===== src/rtl/wide_add_sequencer_pkg.sv =====
// -----------------------------------------------------------------------------
// wide_add_pkg
// Shared types and constants for the wide_add_sequencer slice.
//   wa_state_t    : sequencer FSM state (IDLE / RUN / DONE)
//   WA_DEF_WIDTH  : default adder slice width in bits
//   WA_DEF_BEATS  : default number of slices per operand
//   wa_beat_w()   : width of the beat counter for a given slice count
// -----------------------------------------------------------------------------
package wide_add_pkg;

    typedef enum logic [1:0] {
        IDLE = 2'd0,
        RUN  = 2'd1,
        DONE = 2'd2
    } wa_state_t;

    localparam int WA_DEF_WIDTH = 16;
    localparam int WA_DEF_BEATS = 4;

    // A counter needs at least one bit even when $clog2 would return 0.
    function automatic int wa_beat_w(input int beats);
        return (beats > 1) ? $clog2(beats) : 1;
    endfunction

endpackage


===== src/rtl/wide_add_sequencer_adder.sv =====
// -----------------------------------------------------------------------------
// rippleCarryAdder
// Purely combinational ripple-carry adder of `width` bits.
//   A, B : addends
//   c_i  : carry into bit 0
//   S    : sum bits
//   c_o  : carry out of the top bit
// -----------------------------------------------------------------------------
module rippleCarryAdder #(
    parameter int width = 16
) (
    input  logic [width-1:0] A,
    input  logic [width-1:0] B,
    input  logic             c_i,
    output logic [width-1:0] S,
    output logic             c_o
);

    // w_carry[i] is the carry into bit i; w_carry[width] leaves the slice.
    logic [width:0] w_carry;

    assign w_carry[0] = c_i;

    for (genvar i = 0; i < width; i++) begin : g_bit
        assign S[i]         = A[i] ^ B[i] ^ w_carry[i];
        assign w_carry[i+1] = (A[i] & B[i]) | (w_carry[i] & (A[i] ^ B[i]));
    end

    assign c_o = w_carry[width];

endmodule


===== src/rtl/wide_add_sequencer.sv =====
// -----------------------------------------------------------------------------
// wide_add_sequencer
// Adds two WIDTH*BEATS-bit operands with a single WIDTH-bit ripple adder,
// one slice per cycle, least-significant slice first, carry kept in a register.
// Optional macro: WIDE_ADD_OVF_EN adds the signed-overflow output ovf_o.
// Ports:
//   clk, rst            : clock, synchronous active-high reset
//   in_valid / in_ready : operand handshake (A, B, c_i)
//   out_valid/out_ready : result handshake (S, c_o, ovf_o)
// Latency is BEATS+1 cycles; one operation in flight at a time.
// -----------------------------------------------------------------------------
module wide_add_sequencer
    import wide_add_pkg::*;
#(
    parameter int WIDTH = WA_DEF_WIDTH,
    parameter int BEATS = WA_DEF_BEATS
) (
    input  logic                   clk,
    input  logic                   rst,
    input  logic                   in_valid,
    output logic                   in_ready,
    input  logic [WIDTH*BEATS-1:0] A,
    input  logic [WIDTH*BEATS-1:0] B,
    input  logic                   c_i,
    output logic                   out_valid,
    input  logic                   out_ready,
    output logic [WIDTH*BEATS-1:0] S,
    output logic                   c_o
`ifdef WIDE_ADD_OVF_EN
    ,
    output logic                   ovf_o
`endif
);

    localparam int              OPW       = WIDTH * BEATS;
    localparam int              BW        = wa_beat_w(BEATS);
    localparam logic [BW-1:0]   LAST_BEAT = BW'(BEATS - 1);

    wa_state_t        r_state;
    wa_state_t        w_next_state;
    logic [OPW-1:0]   r_a;
    logic [OPW-1:0]   r_b;
    logic [OPW-1:0]   r_sum;
    logic             r_carry;
    logic [BW-1:0]    r_beat;
    logic             r_c_o;
    logic             r_in_ready;
    logic             r_out_valid;
`ifdef WIDE_ADD_OVF_EN
    logic             r_ovf;
`endif

    logic             w_accept;
    logic             w_run;
    logic             w_last;
    logic [WIDTH-1:0] w_slice_a;
    logic [WIDTH-1:0] w_slice_b;
    logic [WIDTH-1:0] w_slice_s;
    logic             w_slice_co;

    // State register.
    always_ff @(posedge clk) begin
        if (rst) begin
            r_state <= IDLE;
        end else begin
            r_state <= w_next_state;
        end
    end

    // Next-state logic.
    always_comb begin
        w_next_state = r_state;
        case (r_state)
            IDLE: begin
                if (w_accept) begin
                    w_next_state = RUN;
                end else begin
                    w_next_state = IDLE;
                end
            end
            RUN: begin
                if (r_beat == LAST_BEAT) begin
                    w_next_state = DONE;
                end else begin
                    w_next_state = RUN;
                end
            end
            DONE: begin
                if (out_ready) begin
                    w_next_state = IDLE;
                end else begin
                    w_next_state = DONE;
                end
            end
            default: begin
                w_next_state = IDLE;
            end
        endcase
    end

    // Per-state control strobes; acceptance also needs the registered ready,
    // which stays low for the first cycle after reset.
    always_comb begin
        w_accept = 1'b0;
        w_run    = 1'b0;
        w_last   = 1'b0;
        case (r_state)
            IDLE: begin
                w_accept = in_valid & r_in_ready;
            end
            RUN: begin
                w_run  = 1'b1;
                w_last = (r_beat == LAST_BEAT);
            end
            DONE: begin
                w_run = 1'b0;
            end
            default: begin
                w_run = 1'b0;
            end
        endcase
    end

    assign w_slice_a = r_a[r_beat*WIDTH +: WIDTH];
    assign w_slice_b = r_b[r_beat*WIDTH +: WIDTH];

    rippleCarryAdder #(
        .width (WIDTH)
    ) u_slice_add (
        .A   (w_slice_a),
        .B   (w_slice_b),
        .c_i (r_carry),
        .S   (w_slice_s),
        .c_o (w_slice_co)
    );

    // Operand capture, per-beat accumulation and registered handshake outputs.
    always_ff @(posedge clk) begin
        if (rst) begin
            r_a         <= '0;
            r_b         <= '0;
            r_sum       <= '0;
            r_carry     <= 1'b0;
            r_beat      <= '0;
            r_c_o       <= 1'b0;
            r_in_ready  <= 1'b0;
            r_out_valid <= 1'b0;
`ifdef WIDE_ADD_OVF_EN
            r_ovf       <= 1'b0;
`endif
        end else begin
            r_in_ready  <= (w_next_state == IDLE);
            r_out_valid <= (w_next_state == DONE);
            if (w_accept) begin
                r_a     <= A;
                r_b     <= B;
                r_carry <= c_i;
                r_beat  <= '0;
            end else if (w_run) begin
                r_sum[r_beat*WIDTH +: WIDTH] <= w_slice_s;
                r_carry                      <= w_slice_co;
                if (w_last) begin
                    // Counter parks on the last beat instead of wrapping.
                    r_c_o <= w_slice_co;
`ifdef WIDE_ADD_OVF_EN
                    r_ovf <= (r_a[OPW-1] == r_b[OPW-1]) &&
                             (w_slice_s[WIDTH-1] != r_a[OPW-1]);
`endif
                end else begin
                    r_beat <= r_beat + BW'(1);
                end
            end
        end
    end

    assign in_ready  = r_in_ready;
    assign out_valid = r_out_valid;
    assign S         = r_sum;
    assign c_o       = r_c_o;
`ifdef WIDE_ADD_OVF_EN
    assign ovf_o     = r_ovf;
`endif

endmodule


===== config.mk =====
export PLATFORM = sky130hd
export DESIGN_NAME = wide_add_sequencer
export DESIGN_NICKNAME = d
export VERILOG_FILES = /design/src/rtl/wide_add_sequencer_pkg.sv /design/src/rtl/wide_add_sequencer_adder.sv /design/src/rtl/wide_add_sequencer.sv
export SDC_FILE = /design/constraint.sdc
export NUM_CORES = 1
export LEC_CHECK = 0
export ABC_AREA = 1
export CORE_ASPECT_RATIO = 1.75
export CORE_MARGIN = 2
export CORE_UTILIZATION = 35
export DETAILED_ROUTE_END_ITERATION = 6
export SLEW_MARGIN = 20
export SYNTH_ARGS = -nofsm -noshare
export SYNTH_HDL_FRONTEND = slang
export SYNTH_SLANG_ARGS = --single-unit

===== constraint.sdc =====
create_clock -name clk -period 15.4 [get_ports clk]
set_clock_uncertainty 0.1 [all_clocks]
set_input_delay 2.31 -clock clk [delete_from_list [all_inputs] [get_ports clk]]
set_output_delay 2.31 -clock clk [all_outputs]
set_load 0.01 [all_outputs]

### After elaboration in Yosys (flattened, before gate mapping)

Index checks and enable logic that the tools add are counted.

| operators by class | value |
|---|---|
| equal/unequal tests | 4 |
| mux-type cells | 10 |
| bitwise logic cells | 83 |
| shifts and indexed selects | 4 |
| $add $sub $neg | 2 |
| reduce and logical (&&, ||, !) cells | 7 |

Operator list:

| operator | number |
|---|---|
| indexed part select 64 x 7 -> 16 bit | 2 |
| bitwise mux 64 bit | 1 |
| variable shift 16 x 34 -> 64 bit (first input constant) | 1 |
| indexed part select 16 x 34 -> 64 bit | 1 |
| negation 6 -> 34 bit | 1 |
| bitwise AND 1 bit | 33 |
| bitwise XOR 1 bit | 32 |
| OR 1 bit | 16 |
| equality test 2 bit (second input constant) | 3 |
| 2-to-1 mux 1 bit | 6 |
| case mux 2 bit (3 select lines) | 1 |
| zero test 2 bit | 2 |
| 2-to-1 mux 2 bit | 2 |
| AND reduction 2 bit | 2 |
| AND reduction 3 bit | 1 |
| adder 2 x 1 -> 2 bit (second input constant) | 1 |
| equality test 2 x 1 -> 1 bit (second input constant) | 1 |
| inverter 1 bit | 2 |
| nonzero test 2 bit | 1 |
| OR reduction 2 bit | 1 |

| word-level totals | value |
|---|---|
| bits in registers | 200 |
| logic and storage cells | 119 |
| input bits | 133 |
| output and inout port bits | 67 |

### Depth between registers and ports, before layout

Gate-level depths: netlist of run 1.

| logic depth | value |
|---|---|
| depth in word-level cells | 36 |
| depth in mapped cells | 31 |
| depth with buffers taken out | 29 |

### By module

From an unflattened synthesis of run 1, not the netlist that was laid out.

| second synthesis, totals | value |
|---|---|
| cell total of the unflattened synthesis | 1175 |
| area, all modules | 9166.3 um^2 |

Modules (own cells, without submodules):

| module | times used | area an instance (um^2) | seq. area each (um^2) | cells each |
|---|---|---|---|---|
| wide_add_sequencer | 1 | 8808.4 | 4003.8 | 1149 |
| rippleCarryAdder | 1 | 357.8 | 0.0 | 26 |

### Worst setup path after synthesis of run 1

OpenSTA, ideal clock, no wires.

| timing path | value |
|---|---|
| path kind | register to register |
| from | register r_beat[0] |
| to | register r_sum[47], in the netlist S[47] |
| buffers on the path | 2 |
| path slack | 8.181 ns |
| required time | 15.172 ns |
| arrival | 6.991 ns |
| stages on the path, launching flop included | 31 |
| setup time | 0.128 ns |
| clock period less this slack | 7.219 ns |
| cell sequence | dfxtp_1 -> buf_2 -> clkbuf_1 -> nand2_1 -> o21ai_0 -> a21oi_1 -> fa_1 -> fa_1 -> fa_1 -> fa_1 -> fa_1 -> fa_1 -> fa_1 -> inv_1 -> fa_1 -> inv_1 -> fa_1 -> inv_1 -> fa_1 -> inv_1 -> fa_1 -> fa_1 -> fa_1 -> fa_1 -> inv_1 -> fa_1 -> fa_1 -> nand2_1 -> o21ai_0 -> nand2_1 -> nor2_1 |

| between the ends | value |
|---|---|
| cells in the longest elaborated chain, start to end | 35 |
| elaborated cells between the ends (all ways) | 83 |
| classes of those cells | add/sub: 1; shift: 4; mux: 1; bitwise: 77 |

Ends and longest elaborated chain:

| element | line | text |
|---|---|---|
| from (decl) | wide_add_sequencer.sv:45 | `logic [BW-1:0] r_beat;` |
| from (signal assigned) | wide_add_sequencer.sv:170 | `r_beat <= r_beat + BW'(1);` |
| indexed part select 64 x 7 -> 16 bit, on equally long branches | wide_add_sequencer.sv:124, wide_add_sequencer.sv:125 |  |
| bitwise XOR 1 bit | wide_add_sequencer_adder.sv:25, wide_add_sequencer_adder.sv:26 |  |
| bitwise AND 1 bit | wide_add_sequencer_adder.sv:26 | `assign w_carry[i+1] = (A[i] & B[i]) \| (w_carry[i] & (A[i] ^ B[i]));` |
| OR 1 bit | wide_add_sequencer_adder.sv:26 |  |
| bitwise AND 1 bit | wide_add_sequencer_adder.sv:26 |  |
| OR 1 bit | wide_add_sequencer_adder.sv:26 |  |
| bitwise AND 1 bit | wide_add_sequencer_adder.sv:26 |  |
| OR 1 bit | wide_add_sequencer_adder.sv:26 |  |
| [19 not listed] | n/a |  |
| OR 1 bit | wide_add_sequencer_adder.sv:26 |  |
| bitwise AND 1 bit | wide_add_sequencer_adder.sv:26 |  |
| OR 1 bit | wide_add_sequencer_adder.sv:26 |  |
| bitwise AND 1 bit | wide_add_sequencer_adder.sv:26 |  |
| OR 1 bit | wide_add_sequencer_adder.sv:26 |  |
| bitwise XOR 1 bit | wide_add_sequencer_adder.sv:25 | `assign S[i] = A[i] ^ B[i] ^ w_carry[i];` |
| indexed part select 16 x 34 -> 64 bit | wide_add_sequencer.sv:160 | `r_sum[r_beat*WIDTH +: WIDTH] <= w_slice_s;` |
| bitwise mux 64 bit (*) | wide_add_sequencer.sv:160 |  |
| to (signal, indexed assignment) | wide_add_sequencer.sv:160 |  |
| to (decl) | wide_add_sequencer.sv:43 | `logic [OPW-1:0] r_sum;` |

Mark *: on every way between the ends. The rest lies on a longest branch, timed or not.
A chain may end at the register's enable or synchronous reset.

### Worst setup path in the final report of run 1

| timing path | value |
|---|---|
| from | register r_beat[0] |
| to | register r_sum[31], in the netlist S[31] |

The elaborated chain is that of the path after synthesis.

==> run summary, run 1 <==
H-tree levels: 4
Boundary Pins: 200
Hold-fix buffers, CTS: 0
CTS tree: yes
Largest family of logic cells by synthesized area: simple AND/OR/NAND/NOR gates
Syn Nets: 1394
Leak: 4.35 nW
Most used cell, CP: fa_1
DRC: 0
Sw power: 0.000334 W
Post-DRT Antenna Nets: 0
Final Non-Filler Cells: 1707
Fin. max-slew vios: 0
Mux cell area share after synthesis: 0%
Via density: 4.74
Post-synth top area cell: dfxtp_1
CTS clk-pin slew, worst paths: 80 ps
Internal power: 0.000871 W
Net Sw Frac: 27.7%
Mapped Area: 0.00876 mm^2
CP bufs+invs: 7
RePlAce Congestion: 0.871
Crit path time final: 7880 ps
Initial Utilization: 35.6%
Dpl ws: 7640 ps
Drt total wl: 26.8 mm
Worst-path fanout max: 95
Final hold vios: 0
Min-delay worst type: reg -> reg
Warnings, synthesis: 0
Achievable clock frequency: 0.127 GHz
Top FF cell, synth: dfxtp_1
Max-slew headroom: 44.4%
Synth top cells by count: nor2_1 (373), o21ai_0 (221), dfxtp_1 (200)
Max-capacitance violation count: 0
Critical path class: reg -> reg
PortBufs: 199
DP Cell Count: 1675
Slew of the pin with the lowest slew margin: 834 ps
Number of global-route vias before repair: 7908
Clock sinks: 200
Post-synth top area share: 45.7%
Clock Latency Late Sink: 440 ps
CP Capture Type: flop
Area growth syn-to-layout: 30.5%
TritonRoute pass-1 iters: 5
Comb power frac: 15.5%
First-pass GRT wire length: 41.6 mm
Pwr/cell area: 105 mW/mm^2
Dominant cells by area after synthesis: dfxtp_1 (46%), nor2_1 (16%), o21ai_0 (13%), nand2_1 (6.8%), a21oi_1 (4.1%)
Synth Register Bits: 200
GRT Residual Overflow: 0
Simple-Gate Fraction of Synth Area: 24.5%
Synth Area in XOR/XNOR: 0%
Post-CTS Setup Inserts: 0
# setup viols final: 0
Initial antenna violation count: 0
FP Rows: 76
Post-DP HPWL: 20.3 mm
Core box area: 0.0246 mm^2
Die X: 124 um
Crit start category: flop
Crit path DAT: 8090 ps
Unrepaired setup endpoints after global routing: no
Bufs on Longest Clock Path: 2
VDD IR max: 0.0000778 V
CTS resizes: 0
Initial DRC count: 475
Seq pwr share: 47.3%
Final-stage net count: 1537
TNS Setup: 0 ps
Routed WL per cell: 15.7 um
Tcrit/Tclk final: 51.2%
Root buffer cell: clkbuf_16
Crit-path max cell delay: 440 ps
Critical-path top delay cell: fa_1
Total GRT Usage: 20.8%
CTS Buf Count: 17
Post-synthesis sequential area ratio: 45.7%
Ant diodes: 0
Synth cell types: 23
Die area: 0.0264 mm^2
Synth Area in Compound Gates: 17.4%
Status: complete, no violations
Fraction of the mapped netlist area in adder cells: 4.51%
Clock power frac: 37.3%
Asr flop ratio synth: 0%
Layout cell share with drive strength beyond 1: 4.16%
Most numerous cell in the Yosys netlist: nor2_1
Crit path max-delay family: adder cells
Worst path required time: 15620 ps
Pin count of the biggest net entering global routing: 105
Vias post-DR: 8090
Syn Inst Count: 1239
Avg Inst Size Synth: 7.07 um^2
Post-synth EDFFs: 0
Final Worst Setup Slack: 7520 ps
Pwr Total: 0.00121 W
Die height: 213 um
## cell families after synthesis
group | count (synthesis)
AO/OA/AOI/OAI | 302
adder cells (fa/ha/maj) | 22
buffers and inverters | 164
flip-flops | 200
AND/OR/NAND/NOR | 551
## sequential cells by signal (all words and copies together), names as in the netlist
signal,cells
r_beat,2
r_a,64
r_b,64
c_o,1
r_state,2
r_carry,1
in_ready,1
out_valid,1
S,64
## worst min-delay path, delay by kind of cell, from the launching register on
kind	cells	cell delay, ps
flip-flops	1	310
AO/OA/AOI/OAI	1	50
AND/OR/NAND/NOR	1	60
## power by group through the flow
stage	sequential, W	combinational, W	clock (W)
floorplan	0.000575	0.000111	0
global placement	0.000581	0.000186	0
detailed placement	0.000582	0.000187	0
CTS	0.000570	0.000188	0.000457
global route	0.000573	0.000210	0.000479
finish	0.000570	0.000186	0.000449
## placed cells by master (no fill, tap or decap)
cell and n:
inv_2 5, inv_8 1, dfxtp_1 199, o21ai_0 221, bufinv_16 2, nor3_1 3
nand2_4 1, clkinv_4 3, nor2_1 373, nand2_1 159, nand3_4 1, nand3_2 2
a21oi_1 71, nand3_1 6, clkinvlp_4 1, ha_1 6, clkbuf_16 17, clkinv_2 4
o21a_1 2, fa_1 16, clkdlybuf4s50_1 199, nor3_4 1, inv_1 74, nor2_4 4
o22ai_1 8, dfxtp_2 1, nor3_2 1, buf_4 9, inv_6 5
## cell type report
class	instances	area (um^2)
well taps	312	390
inverters	80	302
clock buffers	17	425
multi-input cells	875	4080
flip-flops and latches	200	4010
repair buffers	208	2060
fillers	2583	13200
clock inverters	15	164
## final timing paths
check        startpoint    end  slack (ps)  cells after the start
min reg2reg       S[48]  S[48]         360                      2
min               S[48]  S[48]         360                      2
max reg2reg   r_beat[0]  S[31]        7520                     30
max           r_beat[0]  S[31]        7520                     30
## layer usage
layer,up-vias,wire length [um],GRT usage (%)
met5,-,0,0
met4,0,925,9.05
met3,42,1000,2.80
met2,215,14400,38.9
met1,3622,10400,22.9
li1,4211,-,-
## metrics by stage
| step | hold WS (ps) | utilization, % | instance area, um^2 |
|---|---|---|---|
| 3_3_place_gp | 351 | 44.0 | 10800 |
| 6_report | 365 | 46.4 | 11400 |
| 3_5_place_dp | 357 | 44.0 | 10800 |
| 5_1_grt | 389 | 46.4 | 11400 |
| 2_1_floorplan | 350 | - | 8760 |
| 4_1_cts | 369 | 46.4 | 11400 |
No activity file was read; power rests on OpenSTA's default activity.
==> inputs of run 2 (changes only) <==
- clock period: 15.4 -> 7.6 ns (I/O delays scaled with it)
==> run summary, run 2 (synthesis gave the netlist of run 1 again) <==
Unrepaired setup endpoints after global routing: no
Bufs on Longest Clock Path: 2
Die X: 124 um
Crit path max-delay family: adder cells
Crit start category: flop
Dpl ws: 307 ps
# setup viols final: 0
Crit path DAT: 7440 ps
Final-stage net count: 1541
Max-slew headroom: 50.0%
TritonRoute pass-1 iters: 4
Initial Utilization: 35.6%
CP bufs+invs: 5
GRT Residual Overflow: 0
Slew of the pin with the lowest slew margin: 751 ps
Drt total wl: 26.8 mm
Hold-fix buffers, CTS: 0
TNS Setup: 0 ps
DRC: 0
CP startpoint: r_beat[0]
CTS tree: yes
Filler Cells Inserted: 2507
H-tree levels: 4
FP Rows: 76
Initial DRC count: 579
Min-delay worst type: reg -> reg
Achievable clock frequency: 0.138 GHz
Area growth syn-to-layout: 31.3%
Met1 WL: 10.6 mm
FF-to-FF Start: r_beat[0]
Layout cell share with drive strength beyond 1: 4.43%
CTS Buf Count: 17
DR top layer: met4
Boundary Pins: 200
CP Capture Type: flop
Final Worst Setup Slack: 376 ps
Core box area: 0.0246 mm^2
Finished Core Util: 46.7%
Routed WL per cell: 15.6 um
Worst path required time: 7820 ps
Worst-path fanout max: 15
Most common cell after layout, fill and taps aside: nor2_1
Critical-path top delay cell: dfxtp_4
Commonest non-fill, non-tap cells in the layout: nor2_1 (373), o21ai_0 (221), dfxtp_1 (199), clkdlybuf4s50_1 (199), nand2_1 (159)
Final hold vios: 0
Most used cell, CP: fa_1
Crit-path max cell delay: 460 ps
Clock Latency Late Sink: 440 ps
WL met3: 769 um
Tcrit/Tclk final: 95.1%
Fin. max-slew vios: 0
VDD IR max: 0.000157 V
Crit path time final: 7220 ps
Pwr/cell area: 216 mW/mm^2
Number of global-route vias before repair: 7960
PortBufs: 199
WL met2: 14.2 mm
Via density: 4.76
Post-DP HPWL: 20.6 mm
Total GRT Usage: 20.7%
Vias post-DR: 8149
Die height: 213 um
CTS clk-pin slew, worst paths: 80 ps
Post-DRT Antenna Nets: 0
Root buffer cell: clkbuf_16
Initial antenna violation count: 0
Clock sinks: 200
Die area: 0.0264 mm^2
Leak: 4.37 nW
Pin count of the biggest net entering global routing: 93
Max-capacitance violation count: 0
Critical path class: reg -> reg
First-pass GRT wire length: 41.3 mm
Ant diodes: 0
Worst hold start: S[16]
Status: complete, no violations
RePlAce Congestion: 0.885
Hold slack final: 369 ps
[run 2: cell count changes in the layout (fill, tap and decap cells not counted), sizes merged]
cell and change:
clkinvlp +3, bufinv +1, clkinv -3, inv -1, buf +4
[run 2: area by class of cell]
| cell class | count | area, um^2 | area share, % |
|---|---|---|---|
| clock buffers | 17 | 425 | 3.70 |
| flip-flops and latches | 200 | 4010 | 34.8 |
| repair buffers | 212 | 2100 | 18.3 |
| multi-input cells | 875 | 4080 | 35.5 |
| clock inverters | 15 | 191 | 1.66 |
| inverters | 80 | 302 | 2.62 |
| well taps | 312 | 390 | 3.39 |
[run 2: layer usage]
metal	global-route usage [%]	up-vias
met5	0	-
met4	10.7	0
met3	2.78	48
met2	38.1	177
met1	22.5	3716
li1	-	4208
[run 2: worst register-to-register path, delay by kind of cell, from the launching register on]
kind	cells	cell delay [ps]
AO/OA/AOI/OAI	3	260
adder cells (fa/ha/maj)	16	5620
buffers and inverters	5	340
flip-flops	1	460
AND/OR/NAND/NOR	4	310
[run 2: power by group]
part	leakage, nW	switching (W)	internal [W]
clock network	0.290	0.000424	0.000526
registers	1.63	0.0000422	0.00111
logic	2.45	0.000216	0.000163
total	4.37	0.000682	0.00180
[run 2: final timing paths]
kind                            endpoint  slack [ps]  depth (start not counted)
worst max-delay path               S[47]         380                         28
worst min-delay path               S[16]         370                          2
worst max register to register     S[47]         380                         28
worst min register to register     S[16]         370                          2
[run 2: through the flow]
stage / cell area [um^2] / instances / total power (W)
floorplan: 8760 / 1239 / 0.00139
global placement: 10900 / 1679 / 0.00155
detailed placement: 10900 / 1679 / 0.00156
CTS: 11500 / 1711 / 0.00250
global route: 11500 / 1711 / 0.00259
finish: 11500 / 1711 / 0.00248
[run 2: repair_timing]
item / CTS / global route
resized for setup: 0 / 4
setup buffers: 0 / 0
endpoints found under the setup margin: 0 / 3
